File: src/rtl/branch_resolver_pkg.sv
// Shared types for the branch resolver: FSM states and pointer-width helper.
package branch_resolver_pkg;

    typedef enum logic {
        RUN   = 1'b0,
        FLUSH = 1'b1
    } state_t;

    function automatic int ptr_w(input int depth);
        return $clog2(depth);
    endfunction

endpackage

File: src/rtl/pred_fifo.sv
// 1-bit, DEPTH-entry in-order prediction store; push/pop take effect at the clock edge.
// Head is combinational; clear wins over push/pop; push when full and pop when empty are dropped.
module pred_fifo
    import branch_resolver_pkg::*;
#(
    parameter int DEPTH = 4,
    localparam int PW = ptr_w(DEPTH)
) (
    input  logic        clk,
    input  logic        rst_n,
    input  logic        push,
    input  logic        push_data,
    input  logic        pop,
    input  logic        clear,
    output logic        head,
    output logic [PW:0] occupancy
);

    logic [DEPTH-1:0] mem;
    logic [PW-1:0]    wr_ptr;
    logic [PW-1:0]    rd_ptr;
    logic             do_push;
    logic             do_pop;

    assign do_push = push && (occupancy != (PW+1)'(DEPTH));
    assign do_pop  = pop && (occupancy != '0);
    assign head    = mem[rd_ptr];

    always_ff @(posedge clk) begin
        if (!rst_n) begin
            mem       <= '0;
            wr_ptr    <= '0;
            rd_ptr    <= '0;
            occupancy <= '0;
        end else if (clear) begin
            wr_ptr    <= '0;
            rd_ptr    <= '0;
            occupancy <= '0;
        end else begin
            if (do_push) begin
                mem[wr_ptr] <= push_data;
                wr_ptr      <= wr_ptr + 1'b1;
            end
            if (do_pop) begin
                rd_ptr <= rd_ptr + 1'b1;
            end
            case ({do_push, do_pop})
                2'b10:   occupancy <= occupancy + 1'b1;
                2'b01:   occupancy <= occupancy - 1'b1;
                default: occupancy <= occupancy;
            endcase
        end
    end

endmodule

File: src/rtl/branch_resolver.sv
// Issues predictor requests, holds predictions in program order and resolves them against execute.
// Update/mispredict/underflow outputs are registered (latency 1); br_ready drops when in-flight reaches DEPTH or during FLUSH.
module branch_resolver
    import branch_resolver_pkg::*;
#(
    parameter int DEPTH = 4,
    parameter int CNT_W = 8
) (
    input  logic             clk,
    input  logic             rst_n,
    input  logic             br_valid,
    output logic             br_ready,
    output logic             pred_request,
    input  logic             pred_in,
    output logic             fetch_pred_valid,
    output logic             fetch_pred_taken,
    input  logic             resolve_valid,
    input  logic             resolve_taken,
    output logic             upd_result,
    output logic             upd_taken,
    output logic             mispredict,
    output logic             err_underflow,
    output logic [CNT_W-1:0] mispredict_cnt
);

    localparam int PW = ptr_w(DEPTH);

    state_t        state;
    state_t        state_nxt;
    logic          pending;
    logic [PW:0]   occupancy;
    logic [PW+1:0] inflight;
    logic          head;
    logic          accept;
    logic          capture;
    logic          resolve_ok;
    logic          mis_now;
    logic          underflow;

    // Branches already captured plus the one whose prediction arrives this cycle.
    assign inflight = {1'b0, occupancy} + {{(PW+1){1'b0}}, pending};

    always_comb begin
        br_ready         = (state == RUN) && (inflight < (PW+2)'(DEPTH));
        accept           = br_valid && br_ready;
        pred_request     = accept;
        capture          = pending && (state == RUN);
        fetch_pred_valid = capture;
        fetch_pred_taken = pred_in;
        resolve_ok       = resolve_valid && (state == RUN) && (occupancy != '0);
        underflow        = resolve_valid && (state == RUN) && (occupancy == '0);
        mis_now          = resolve_ok && (resolve_taken != head);
        state_nxt        = RUN;
        if (state == RUN && mis_now) begin
            state_nxt = FLUSH;
        end
    end

    pred_fifo #(
        .DEPTH (DEPTH)
    ) u_fifo (
        .clk       (clk),
        .rst_n     (rst_n),
        .push      (capture),
        .push_data (pred_in),
        .pop       (resolve_ok),
        .clear     (mis_now),
        .head      (head),
        .occupancy (occupancy)
    );

    always_ff @(posedge clk) begin
        if (!rst_n) begin
            state          <= RUN;
            pending        <= 1'b0;
            upd_result     <= 1'b0;
            upd_taken      <= 1'b0;
            mispredict     <= 1'b0;
            err_underflow  <= 1'b0;
            mispredict_cnt <= '0;
        end else begin
            state         <= state_nxt;
            // A flush drops the prediction still owed to a branch accepted this cycle.
            pending       <= accept && !mis_now;
            upd_result    <= resolve_ok;
            upd_taken     <= resolve_ok && resolve_taken;
            mispredict    <= mis_now;
            err_underflow <= underflow;
            if (mis_now && (mispredict_cnt != '1)) begin
                mispredict_cnt <= mispredict_cnt + 1'b1;
            end
        end
    end

endmodule
File: config.mk
export PLATFORM = sky130hd
export DESIGN_NAME = branch_resolver
export DESIGN_NICKNAME = d
export VERILOG_FILES = /design/src/rtl/branch_resolver_pkg.sv /design/src/rtl/pred_fifo.sv /design/src/rtl/branch_resolver.sv
export SDC_FILE = /design/constraint.sdc
export NUM_CORES = 1
export LEC_CHECK = 0
export CAP_MARGIN = 25
export CELL_PAD_IN_SITES_DETAIL_PLACEMENT = 0
export CELL_PAD_IN_SITES_GLOBAL_PLACEMENT = 1
export CORE_ASPECT_RATIO = 0.5
export CORE_MARGIN = 8
export CORE_UTILIZATION = 35
export DETAILED_ROUTE_END_ITERATION = 6
export PLACE_DENSITY = 0.82
export SLEW_MARGIN = 30
export SYNTH_ARGS = -nofsm -noshare
export SYNTH_HDL_FRONTEND = slang
export SYNTH_SLANG_ARGS = --single-unit
File: constraint.sdc
create_clock -name clk -period 3 [get_ports clk]
set_clock_uncertainty 0.1 [all_clocks]
set_input_delay 0.9 -clock clk [delete_from_list [all_inputs] [get_ports clk]]
set_output_delay 0.9 -clock clk [all_outputs]
set_load 0.1 [all_outputs]
==> impl_metrics.csv <==
group,metric,value,unit
outcome,status,"finished, final reports clean",
setup_path,critPathMaxFanout,2,
final_layout,postLayoutCoreUtil,45.6,%
floorplan,die_x,100,um
sta,finalSetupViolCount,0,
synthesis,netlist_area,1230,um2
synthesis,synth.ff_latch_count,25,
global_routing,grt_antenna_before_repair,0,
setup_path,critPathKind,"primary input to primary output",
final_layout,drive_gt1_share,17.9,%
synthesis,syn-instance-count,132,
sta,final_hold_viol_count,0,
setup_path,crit_arrival,1.71,ns
floorplan,die_h,58,um
clocking,numCtsBuffers,3,
synthesis,syn_nets,145,
clocking,clkSlewWorstSetupHoldPaths,0.08,ns
clocking,insertion_delay,0.26,ns
sta,relSlewSlack,50.2,%
setup_path,slowest_stage,"clkdlybuf4s50_1",
routing,dr.pass1.iters,4,
setup_path,required,2.00,ns
sta,finalCritPeriodShare,90.2,%
floorplan,rows,15,
global_routing,grt_max_degree,18,
placement,gp_congestion,0.741,
synthesis,ys_dominant_reg_cell,"dfxtp_1",
clocking,post_cts_buffers,0,
global_routing,track_usage,8.72,%
synthesis,synth_xor_area_share,5.57,%
synthesis,synth_edf_count,0,
global_routing,grt-ovfl-total,0,
clocking,root_buffer,"clkbuf_8",
sta,hold_ws,0.365,ns
sta,grt_setup_unrepaired,"false",
routing,first_iter_violations,40,
floorplan,pin_count,22,
sta,fmaxAchievable,369,MHz
final_layout,num_antenna_cells,0,
pwr,leakage,0.000626,uW
synthesis,yosys-mux-area-fraction,9.93,%
synthesis,synth.area.top_cells,"dfxtp_1, mux2i_1, ha_1",
clocking,clkSinkCount,25,
floorplan,core,3420,um2
routing,vias,965,
synthesis,ys_seq_area_share,40.5,%
hold_path,hold_path.class,"flop to flop",
sta,setup_tns,0,ns
setup_path,worstSetupStartpointType,"primary input",
placement,placed_cells,203,
synthesis,ys_async_sr_fraction,0,%
floorplan,die_area,5800,um2
floorplan,start_util,36.2,%
setup_path,cp_cell_sequence,"clkdlybuf4s50_1 > nand2_1 > inv_1 > buf_12",
synthesis,yosys.area_share.simple,21.0,%
setup_path,crit_buf_inv,3,
synthesis,synth.most_common_cell,"dfxtp_1",
synthesis,yosys.cell_types.count,36,
final_layout,final_cells,207,
sta,worst_slew_pin_slew,0.743,ns
synthesis,yosysTopAreaCell,"dfxtp_1",
placement,dp_hpwl,1850,um
pwr,power.total,1180,uW
clocking,htreeDepth,1,
sta,post-route-min-period,2.71,ns
global_routing,grt_pass1_wl,4150,um
routing,drtAntennaViolNets,0,
routing,viasPerCell,4.66,
global_routing,grt_pass1_vias,946,
pwr,ir_drop,0.215,mV
synthesis,synth_top_area_share,40.5,%
synthesis,yosys_warnings,0,
clocking,holdBufCountCts,0,
placement,portBuffers,21,
final_layout,seq_area,500,um2
clocking,ctsResizeCount,0,
pwr,powerDensity,755,nW/um2
routing,drc,0,
synthesis,synth_top_family_by_area,"simple AND/OR/NAND/NOR gates",
final_layout,fillCellCount,353,
routing,wl_per_cell,11.6,um
final_layout,multi_input_area,687,um2
synthesis,syn_avg_cell_area,9.36,um2
clocking,clock_path_buffers,2,
setup_path,slowest_delay,0.45,ns
setup_path,worstSetupEndpointType,"primary output",
synthesis,ys_top_cells_by_count,"dfxtp_1, nand2_1, nor2_1",
final_layout,nets,170,
routing,totalWireLength,2410,um
final_layout,syn2layout_area_growth,26.2,%
sta,slew_violations,0,
run,cap_violations,0,
clocking,cts_tree,"built",
setup_path,cp_top_family,"buffers and inverters",
synthesis,yosys.area_share.adder,7.70,%
synthesis,synth_compound_area_share,9.83,%
-- logic make-up after synthesis --
kind of cell | count (synthesis)
xor gates and xnor gates | 7
DFF | 25
AOI/OAI and AO/OA | 16
muxes | 11
buffers and inverters | 15
and+or+nand+nor | 51
adders and majority gates | 7
-- routing by layer --
layer	part of all wire, %	GRT usage (%)
met2	47	15.1
met3	3.9	3.10
met4	1.1	2.55
met1	48	9.95
met5	0	0
-- worst reg2reg max path, cell delays in order (launching register included) --
cell and delay [ns]:
dfxtp_1 0.37, nor2_1 0.18, a21boi_1 0.10, buf_4 0.18
inv_1 0.06, ha_1 0.18, inv_1 0.06, fa_1 0.38
xor2_1 0.16, nor2_1 0.12, xnor2_1 0.13, nor2_1 0.05
-- path summary, 6_finish.rpt --
| kind | from | end | cells past startpoint | slack, ns |
|---|---|---|---|---|
| max | br_valid | pred_request | 4 | 0.29 |
| min | u_fifo.mem[0] | u_fifo.mem[0] | 2 | 0.36 |
| max reg2reg | u_fifo.occupancy[0] | u_fifo.occupancy[2] | 11 | 0.80 |
| min reg2reg | u_fifo.mem[0] | u_fifo.mem[0] | 2 | 0.36 |
-- flip-flops by register name, summed over array words and instances, names as in the netlist, 2 cells and up --
name / flops
u_fifo.mem: 4
u_fifo.rd_ptr: 2
u_fifo.occupancy: 3
u_fifo.wr_ptr: 2
mispredict_cnt: 8
-- per-stage QoR --
stage / setup WS (ns) / instance area, um2
finish: 0.293 / 1560
global route: 0.262 / 1560
CTS: 0.290 / 1560
detailed placement: 0.0792 / 1510
global placement: 0.176 / 1510
floorplan: -0.122 / 1250
-- layout by cell type, fill, tap and decap left out, drive strengths merged --
cell,synthesis,final
mux2i,10,10
and4b,1,1
nand2,13,13
nand2b,4,4
nor2,13,13
nand3,3,3
fa,1,1
or4,3,3
dfxtp,25,25
nand4,1,1
and3,2,2
nor3,2,2
inv,10,10
o31ai,3,3
xor2,2,2
clkbuf,3,4
a21boi,3,3
buf,2,20
o2111ai,1,1
ha,6,6
nor2b,3,3
a311oi,1,1
and2,1,1
a21oi,1,1
xnor2,5,5
nand3b,1,1
o21ai,2,2
o211ai,4,4
and4,1,1
o211a,1,1
clkdlybuf4s50,0,5
mux4,1,1
nor4,3,3
-- where the power goes --
part	total [uW]	switching (uW)	internal, uW
Sequential	433	52.4	381
Combinational	549	367	182
Clock	194	99.3	94.8
Total	1180	519	658
-- final cells by class --
type | instances | share of cell area [%]
clock buffer | 4 | 2.89
inverter | 10 | 2.41
multi-input combinational | 92 | 44.1
sequential | 25 | 32.1
tap | 51 | 4.09
timing repair buffer | 25 | 14.4
Power figures use the tool's default switching activity.
